**config.mk**
```make
export PLATFORM = sky130hd
export DESIGN_NAME = lighthouse_pulse_decoder
export DESIGN_NICKNAME = d
export VERILOG_FILES = /design/src/rtl/lighthouse_pulse_decoder.sv
export SDC_FILE = /design/constraint.sdc
export NUM_CORES = 1
export LEC_CHECK = 0
export BUFFER_PORTS_ARGS = -buffer_cell sky130_fd_sc_hd__buf_2
export CAP_MARGIN = 30
export CELL_PAD_IN_SITES_DETAIL_PLACEMENT = 0
export CELL_PAD_IN_SITES_GLOBAL_PLACEMENT = 1
export CORE_ASPECT_RATIO = 1.5
export CORE_MARGIN = 10
export CORE_UTILIZATION = 44
export DETAILED_ROUTE_END_ITERATION = 7
export PLACE_DENSITY = 0.79
export SETUP_SLACK_MARGIN = 0.4
export SLEW_MARGIN = 20
export SYNTH_ARGS = -nofsm -noshare
export SYNTH_HDL_FRONTEND = slang
export SYNTH_SLANG_ARGS = --single-unit
```
**constraint.sdc**
```tcl
create_clock -name clock -period 4 [get_ports clock]
set_input_delay 0.2 -clock clock [delete_from_list [all_inputs] [get_ports clock]]
set_output_delay 0.2 -clock clock [all_outputs]
set_load 0.02 [all_outputs]
```
**src/rtl/lighthouse_pulse_decoder.sv**
```systemverilog
// Lighthouse v1 per-sensor pulse decoder: classifies envelope pulses as sync or
// sweep by width, decodes sync codes and times sweeps into a packed sensor word.
module lighthouse_pulse_decoder #(
  parameter int unsigned SENSOR_ID       = 0,
  parameter int unsigned CLK_SPEED       = 16_000_000,
  parameter int unsigned MIN_PULSE_US    = 2,
  parameter int unsigned SWEEP_MAX_US    = 50,
  parameter int unsigned PAIR_WINDOW_US  = 400,
  parameter int unsigned SYNC_TIMEOUT_US = 20000
) (
  input  logic        clock,
  input  logic        reset_n,
  input  logic        sensor_i,
  output logic [31:0] data_o,
  output logic        sync_o,
  output logic        data_bit_o
);

  localparam int unsigned TPU       = CLK_SPEED / 1_000_000;
  localparam int unsigned TMO_TICKS = SYNC_TIMEOUT_US * TPU;
  localparam int unsigned TMO_W     = $clog2(TMO_TICKS + 1);

  localparam logic [13:0] WIDTH_MAX = 14'h3FFF;
  localparam logic [13:0] MIN_T     = 14'(MIN_PULSE_US * TPU);
  localparam logic [13:0] SWEEP_T   = 14'(SWEEP_MAX_US * TPU);
  localparam logic [13:0] SYNC_LO   = 14'(57 * TPU);
  localparam logic [13:0] SYNC_HI   = 14'(140 * TPU);

  // Sync code thresholds: TPU*(677+104k)/10, folded at elaboration time.
  localparam logic [13:0] TH0 = 14'((TPU * (677 + 104 * 0)) / 10);
  localparam logic [13:0] TH1 = 14'((TPU * (677 + 104 * 1)) / 10);
  localparam logic [13:0] TH2 = 14'((TPU * (677 + 104 * 2)) / 10);
  localparam logic [13:0] TH3 = 14'((TPU * (677 + 104 * 3)) / 10);
  localparam logic [13:0] TH4 = 14'((TPU * (677 + 104 * 4)) / 10);
  localparam logic [13:0] TH5 = 14'((TPU * (677 + 104 * 5)) / 10);
  localparam logic [13:0] TH6 = 14'((TPU * (677 + 104 * 6)) / 10);

  localparam logic [19:0]      PAIR_T = 20'(PAIR_WINDOW_US * TPU);
  localparam logic [TMO_W-1:0] TMO_T  = TMO_W'(TMO_TICKS);
  localparam logic [9:0]       SID    = 10'(SENSOR_ID);

  typedef enum logic [1:0] {
    S_IDLE,
    S_HIGH,
    S_CLASSIFY
  } state_t;

  function automatic logic [13:0] width_inc(input logic [13:0] w);
    return (w == WIDTH_MAX) ? w : w + 14'd1;
  endfunction

  function automatic logic [TMO_W-1:0] age_inc(input logic [TMO_W-1:0] t);
    return (t == TMO_T) ? t : t + TMO_W'(1);
  endfunction

  function automatic logic [18:0] sat19(input logic [20:0] v);
    return (v[20:19] != 2'b00) ? 19'h7FFFF : v[18:0];
  endfunction

  state_t           state_q, state_d;
  logic             sync1_q, sync2_q, prev_q;
  logic [19:0]      now_q;
  logic [19:0]      rise_t_q, rise_t_d;
  logic [13:0]      width_q, width_d;
  logic [19:0]      sweep_start_q, sweep_start_d;
  logic             axis_q, axis_d;
  logic             lh_q, lh_d;
  logic             active_q, active_d;
  logic [19:0]      prev_rise_q, prev_rise_d;
  logic             prev_seen_q, prev_seen_d;
  logic [TMO_W-1:0] age_q, age_d;
  logic [TMO_W-1:0] tmo_q, tmo_d;
  logic [31:0]      data_q, data_d;
  logic             strobe_q, strobe_d;
  logic             dbit_q, dbit_d;

  logic        rise, fall;
  logic        is_sync, is_sweep, lh_now;
  logic [2:0]  code;
  logic [19:0] pair_dt, sweep_dt;
  logic [18:0] dur;

  assign rise = sync2_q & ~prev_q;
  assign fall = ~sync2_q & prev_q;

  assign is_sync  = (width_q >= SYNC_LO) && (width_q <= SYNC_HI);
  assign is_sweep = (width_q >= MIN_T) && (width_q <= SWEEP_T);

  assign code = 3'(width_q >= TH0) + 3'(width_q >= TH1) + 3'(width_q >= TH2)
              + 3'(width_q >= TH3) + 3'(width_q >= TH4) + 3'(width_q >= TH5)
              + 3'(width_q >= TH6);

  // Differences wrap with the free-running counter; the age check guards aliasing.
  assign pair_dt  = rise_t_q - prev_rise_q;
  assign sweep_dt = rise_t_q - sweep_start_q;
  assign dur      = sat19({1'b0, sweep_dt} + {8'b0, width_q[13:1]});
  assign lh_now   = prev_seen_q && (pair_dt < PAIR_T) && (age_q < TMO_T);

  always_comb begin
    state_d       = state_q;
    rise_t_d      = rise_t_q;
    width_d       = width_q;
    sweep_start_d = sweep_start_q;
    axis_d        = axis_q;
    lh_d          = lh_q;
    active_d      = active_q;
    prev_rise_d   = prev_rise_q;
    prev_seen_d   = prev_seen_q;
    age_d         = age_inc(age_q);
    tmo_d         = age_inc(tmo_q);
    data_d        = data_q;
    strobe_d      = 1'b0;
    dbit_d        = dbit_q;

    case (state_q)
      S_IDLE: begin
        if (rise) begin
          rise_t_d = now_q;
          width_d  = 14'd0;
          state_d  = S_HIGH;
        end
      end
      S_HIGH: begin
        width_d = width_inc(width_q);
        if (fall) begin
          state_d = S_CLASSIFY;
        end
      end
      S_CLASSIFY: begin
        state_d = S_IDLE;
        if (rise) begin
          rise_t_d = now_q;
          width_d  = 14'd0;
          state_d  = S_HIGH;
        end
        if (is_sync) begin
          prev_rise_d = rise_t_q;
          prev_seen_d = 1'b1;
          age_d       = '0;
          if (!code[2]) begin
            sweep_start_d = rise_t_q;
            axis_d        = code[0];
            lh_d          = lh_now;
            active_d      = 1'b1;
            dbit_d        = code[1];
            strobe_d      = 1'b1;
            tmo_d         = '0;
          end
        end else if (is_sweep && active_q) begin
          data_d = {dur, 1'b1, axis_q, lh_q, SID};
        end
      end
      default: state_d = S_IDLE;
    endcase

    // Timeout wins over a sweep landing on the same edge.
    if (tmo_d == TMO_T) begin
      active_d   = 1'b0;
      data_d[12] = 1'b0;
    end
  end

  always_ff @(posedge clock or negedge reset_n) begin
    if (!reset_n) begin
      state_q <= S_IDLE;
    end else begin
      state_q <= state_d;
    end
  end

  // Input chain resets high so a pulse already present at release is not seen as a rise.
  always_ff @(posedge clock or negedge reset_n) begin
    if (!reset_n) begin
      sync1_q       <= 1'b1;
      sync2_q       <= 1'b1;
      prev_q        <= 1'b1;
      now_q         <= 20'd0;
      rise_t_q      <= 20'd0;
      width_q       <= 14'd0;
      sweep_start_q <= 20'd0;
      axis_q        <= 1'b0;
      lh_q          <= 1'b0;
      active_q      <= 1'b0;
      prev_rise_q   <= 20'd0;
      prev_seen_q   <= 1'b0;
      age_q         <= '0;
      tmo_q         <= '0;
      data_q        <= {22'b0, SID};
      strobe_q      <= 1'b0;
      dbit_q        <= 1'b0;
    end else begin
      sync1_q       <= sensor_i;
      sync2_q       <= sync1_q;
      prev_q        <= sync2_q;
      now_q         <= now_q + 20'd1;
      rise_t_q      <= rise_t_d;
      width_q       <= width_d;
      sweep_start_q <= sweep_start_d;
      axis_q        <= axis_d;
      lh_q          <= lh_d;
      active_q      <= active_d;
      prev_rise_q   <= prev_rise_d;
      prev_seen_q   <= prev_seen_d;
      age_q         <= age_d;
      tmo_q         <= tmo_d;
      data_q        <= data_d;
      strobe_q      <= strobe_d;
      dbit_q        <= dbit_d;
    end
  end

  assign data_o     = data_q;
  assign sync_o     = strobe_q;
  assign data_bit_o = dbit_q;

endmodule
```
## Yosys cells after proc, flatten, opt, wreduce, memory -nomap -nowiden

Index checks and enable logic that the tools add are counted.

- Register bits after elaboration: 165
- Input bits: 3
- Output and inout port bits: 34
- Word-level logic and storage cells: 109

- $add $sub $neg: 13
- Magnitude comparators: 13
- Eq/ne operators: 12
- Multiplexer cells: 26
- Bitwise gates (word level): 6
- Reductions and logical operators: 20

Operators by type and width:

| operator | number |
|---|---|
| $mux 19 | 8 |
| $ge 14x11->1 const B | 6 |
| $eq 19x19->1 const B | 3 |
| $sub 20x20->20 | 2 |
| $mux 13 | 3 |
| $add 19x1->19 const B | 2 |
| $mux 14 | 2 |
| $pmux 14 s2 | 1 |
| $add 20x13->21 | 1 |
| $add 20x1->20 const B | 1 |
| $lt 20x13->1 const B | 1 |
| $lt 19x19->1 const B | 1 |
| $reduce_and 3->1 | 5 |
| $add 14x1->14 const B | 1 |
| $eq 14x14->1 const B | 1 |
| $ge 14x10->1 const B | 1 |
| $ge 14x12->1 const B | 1 |
| $ge 14x6->1 const B | 1 |
| $le 14x10->1 const B | 1 |
| $le 14x12->1 const B | 1 |
| $add 3x1->3 | 4 |
| $reduce_bool 2->1 | 5 |
| $mux 1 | 9 |
| $ne 2x1->1 const B | 3 |
| other kinds (13) | 26 |

## Longest topological paths before layout

- Depth after elaboration: 13
- Gate-level depth with buffers: 24

## Worst setup path before layout

OpenSTA, ideal clock, no wires.

- Path kind: flip-flop to flip-flop
- Start: register width_q[9]
- End: register active_q
- Library setup time: 118 ps
- Data arrival time: 4261 ps
- Required time: 3882 ps
- Setup slack: -379 ps
- Cell stages (with the launch flop): 18
- Period minus slack after synthesis: 4379 ps
- Cell sequence: dfrtp_1 -> clkbuf_1 -> nor2_1 -> a2111oi_0 -> nand2_1 -> nand2_1 -> o21ai_0 -> a21oi_1 -> fa_1 -> fa_1 -> inv_1 -> fa_1 -> fa_1 -> nor2_2 -> nor2_1 -> nor4b_1 -> nand4_1 -> a21o_1

- Longest elaborated chain between the ends: 13
- Elaborated cells on any way between the ends: 25
- Those cells by class: 6 x add/sub; 9 x order compare; 2 x eq/ne; 4 x mux; 4 x reduce/logical

RTL lines:

| element | line | source |
|---|---|---|
| from (decl) | 64 | `logic [13:0] width_q, width_d;` |
| from (signal assigned) | 197 | `width_q <= width_d;` |
| $ge 14x11->1 | 89 | `assign code = 3'(width_q >= TH0) + 3'(width_q >= TH1) + 3'(width_q >= TH2)` |
| $add 1x1->2 | 89 |  |
| $add 2x1->3 | 89 |  |
| $add 3x1->3 (3 in series) | 90 | `+ 3'(width_q >= TH3) + 3'(width_q >= TH4) + 3'(width_q >= TH5)` |
| $add 3x1->3 | 91 | `+ 3'(width_q >= TH6);` |
| $mux 19 | 140 | `if (!code[2]) begin` |
| $mux 19 (*) | 136 | `if (is_sync) begin` |
| $mux 19 (*) | 115 | `case (state_q)` |
| net tmo_d[17] | 72 | `logic [TMO_W-1:0] tmo_q, tmo_d;` |
| $eq 19x19->1 (*) | 157 | `if (tmo_d == TMO_T) begin` |
| $ne 2x1->1 (no source line) / $reduce_bool 2->1 (equally long branches) | - |  |
| $reduce_and 3->1 (no source line) | - |  |
| to (signal assigned) | 201 | `active_q <= active_d;` |
| to (decl) | 68 | `logic active_q, active_d;` |

The timed path passes the listed nets; every way through them passes the cells marked *.
A chain may end at the register's enable or synchronous reset.

## Worst setup path in the final report

- Start: register rise_t_q[0]
- End: register data_q[25] (netlist: data_o[25])

- Longest elaborated chain between the ends: 4

RTL lines:

| element | line | source |
|---|---|---|
| from (decl) | 63 | `logic [19:0] rise_t_q, rise_t_d;` |
| from (signal assigned) | 196 | `rise_t_q <= rise_t_d;` |
| $sub 20x20->20 (*) | 95 | `assign sweep_dt = rise_t_q - sweep_start_q;` |
| $add 20x13->21 (*) | 96 | `assign dur = sat19({1'b0, sweep_dt} + {8'b0, width_q[13:1]});` |
| $reduce_bool 2->1 | 57 | `return (v[20:19] != 2'b00) ? 19'h7FFFF : v[18:0];` |
| $mux 19 (*) | 57 |  |
| to (signal assigned) | 188 | `data_q <= {22'b0, SID};` |
| to (signal assigned) | 206 | `data_q <= data_d;` |
| to (decl) | 73 | `logic [31:0] data_q, data_d;` |

Mark *: on every way between the ends. The rest lies on a longest branch, timed or not.

==> metrics.txt <==
result of the run complete, but fails checks; failing checks setup timing; vertical extent of the die 203 um; fin area 0.0121 sq mm; first-pass GRT wire length 38000 um; Synth Warn # 0; count of vias placed by the detailed router 7639; slowest stage cell on the critical path dfrtp_1; Area after DPL 0.0106 sq mm; total power per unit cell area 350 mW/mm^2; average via count per standard cell 5.36; period utilisation layout 103%; DRC violation total after the first TritonRoute iteration 322; Top FF cell, synth dfrtp_1; achievable frequency 0.243 GHz; proportion of layout cells with a drive suffix above 1 23.1%; final weighted congestion in routability-driven placement 0.878; CP arrival 4.44 ns; Slew @ Worst Pin 0.879 ns; cell type with the highest occurrence count on the critical path a21oi_2; antenna cells 0; clk slew on worst S/H paths 0.07 ns; worst hold slack 0.320 ns; crit path max fanout 5; count of placed standard cells in the final layout, fillers left out 1424; number of clock sinks 165; Gate Count Post-Synth 1038; final-layout fill cell count 1925; Max Buffers Root-to-Sink 2; final setup violating endpoints 21; number of distinct library cells after synthesis 83; grt ovf 0; Post-DP HPWL 16000 um; quantity of I/O buffers inserted on ports 26; root buf cell clkbuf_16; worst-case clock skew 0.0163 ns; Initial Util 44.3%; Max-slew headroom 41.3%; fraction of the yosys area taken by sequential cells 42.0%; via count of the first global-routing pass 7768; clock insertion delay at the later pin of the skew report 0.44 ns; clock tree from TritonCTS yes; crit start category flip-flop; total number of placement rows 67; register bit total from synthesis 165; Total Power Consumption 4.23 mW; post-synth design cell area 0.00985 sq mm; kind of capture point of the worst setup path flip-flop; data required time at the worst endpoint 4.33 ns; TritonCTS buffer count 17; DRT antenna net count 0; average routed wire per standard cell 15.9 um; RSZ-0062 raised after global routing yes; final-report max-slew violation count 0; endpoints failing hold 0; Leak 5.62 nW; shortest clock period the worst path allows after layout 4.11 ns; DIE WIDTH 142 um; number of enable-type register cells in the synthesized netlist 0; mean instance size in the synthesized netlist 9.49 sq um; share of the core filled with cells 54.4%; worst setup path category flip-flop to flip-flop; max_cap viols 0; worst hold-check path type input pin to async pin; PnR worst setup slack -0.110 ns; area of the multi-input gates 0.00568 sq mm; number of antenna violations at the first check in global routing 0; Net count, final 1203; number of detailed-routing iterations run before antenna repair 4; Core ar. 0.0222 sq mm; number of top-level pins 37; post-detailed-routing wire length 22600 um; Die Outline Area 0.0289 sq mm; worst reg2reg path depth 24; post-detailed-route DRC marker count 0; Peak VDD IR 298 uV; dpl cells 1357; Layout Area Growth over Synthesis 22.7%; cell breakdown of the critical path inv_2 -> ha_4 -> inv_2 -> fa_2 -> a211oi_2 -> o21ai_2 -> a21oi_2 -> o21bai_1 -> a21oi_2 -> nor2b_1 -> o21a_1 -> nor2_2 -> xnor2_1 -> ha_1 -> nand2_1 -> nor2_2 -> a21oi_2 -> o211ai_1 -> a21o_1 -> a21o_2 -> a211oi_4 -> buf_6 -> a31oi_4 -> o22a_1; maximum number of pins on one net before global-route repair 71; global-route usage over all layers 16.0%; Post-synth ARST share 100%; area used by sequential logic in the layout 0.00413 sq mm; worst stage delay on the critical path 0.40 ns; maximum level of the CTS H-tree 4
final timing paths:
| check | startpoint | endpoint | slack (ns) |
|---|---|---|---|
| hold / removal | reset_n | prev_rise_q[1] | 0.32 |
| hold reg to reg | sync1_q | sync2_q | 0.36 |
| setup reg to reg | rise_t_q[0] | data_o[25] | -0.11 |
| setup / recovery | rise_t_q[0] | data_o[25] | -0.11 |
| max in group asynchronous | reset_n | data_bit_o | 2.67 |
| min in group clock | sync1_q | sync2_q | 0.36 |
layout by cell type (no fill, tap or decap), drive strengths merged, types with 12 or more instances in the layout:
master,count
ha,59
o21ai,69
nand3,39
xnor2,58
clkbuf,18
nor2,111
a21o,12
dfrtp,162
inv,78
nand2,104
xor2,47
nand4,13
nor3,22
o22a,19
mux2,26
buf,108
and3,15
a31oi,14
a21oi,42
logic make-up (layout without fill, tap and decap cells):
group	Yosys count	count (layout)	share of synthesized area (%)
other cells	1	10	0.0381
flops	165	165	42.0
fa+ha+maj	65	65	8.72
buf+inv	114	212	4.99
simple gates	353	353	17.2
xor+xnor	105	105	9.61
mux	28	28	3.18
compound gates	207	210	14.4
metal layers:
metal,global-route usage (%),wire [um]
met5,0,0
met4,5.89,436
met3,2.40,655
met2,29.1,12400
met1,18.2,9170
per-stage QoR:
stage,setup TNS [ns],setup WS [ns]
floorplan,-0.593,-0.0593
global placement,-3.10,-0.165
detailed placement,-4.23,-0.222
CTS,-3.73,-0.188
global route,-9.58,-0.379
finish,-1.71,-0.110
where the power goes:
group / leakage (nW) / internal, mW / switching [mW]
Sequential: 2.23 / 1.70 / 0.0383
Combinational: 3.09 / 0.352 / 0.396
Clock: 0.307 / 0.960 / 0.777
Total: 5.62 / 3.02 / 1.21
final cells by class:
class / instances / share of cell area (%)
clock buffers: 17 / 3.52
clock inverters: 15 / 1.65
inverters: 69 / 2.14
multi-input cells: 771 / 47.0
flip-flops and latches: 165 / 34.2
well taps: 276 / 2.86
repair buffers: 111 / 8.59
flip-flops by register name, summed over array words and instances (netlist names):
register	cells
age_q	19
rise_t_q	20
sweep_start_q	20
tmo_q	19
width_q	14
sync_o	1
data_bit_o	1
prev_q	1
sync2_q	1
active_q	1
lh_q	1
prev_rise_q	20
data_o	22
prev_seen_q	1
sync1_q	1
now_q	20
axis_q	1
state_q	2
cell usage after synthesis (7+ instances only):
cell      instances  area, sq um
nor2b_1          10         62.6
a21o_1           11         82.6
nor2_1          109          409
clkbuf_1         23         86.3
xor2_1           45          394
nor3_1           21          105
buf_4            10         75.1
nand4_1          12         75.1
o22a_1           19          166
nand3_1          39          195
ha_1             59          738
xnor2_1          58          508
nor4_1            8         50.1
and3_1           14         87.6
dfrtp_1         162         4050
o21a_1           10         75.1
a21oi_1          40          200
mux2_2           26          293
nand2b_1          8         50.1
a31oi_1           7         43.8
nand2_1         103          387
o21ai_0          63          315
inv_1            68          255
critical path: cells and delay by family, from the launching register on:
family | cells | cell delay, ns
AND/OR/NAND/NOR | 4 | 0.30
AO/OA/AOI/OAI | 13 | 2.08
XOR/XNOR | 1 | 0.12
buffers and inverters | 3 | 0.30
flip-flops | 1 | 0.40
adder cells (fa/ha/maj) | 3 | 0.78
what timing repair did:
item                       in CTS  in global routing
setup buffers                  15                  9
setup endpoints to repair      60                 64
pin swaps                      27                 16
hold buffers                    2                  0
hold endpoints to repair       67                  0
resized for setup              89                 43
gates cloned                    7                  2
(Power assumes the default switching activity.)
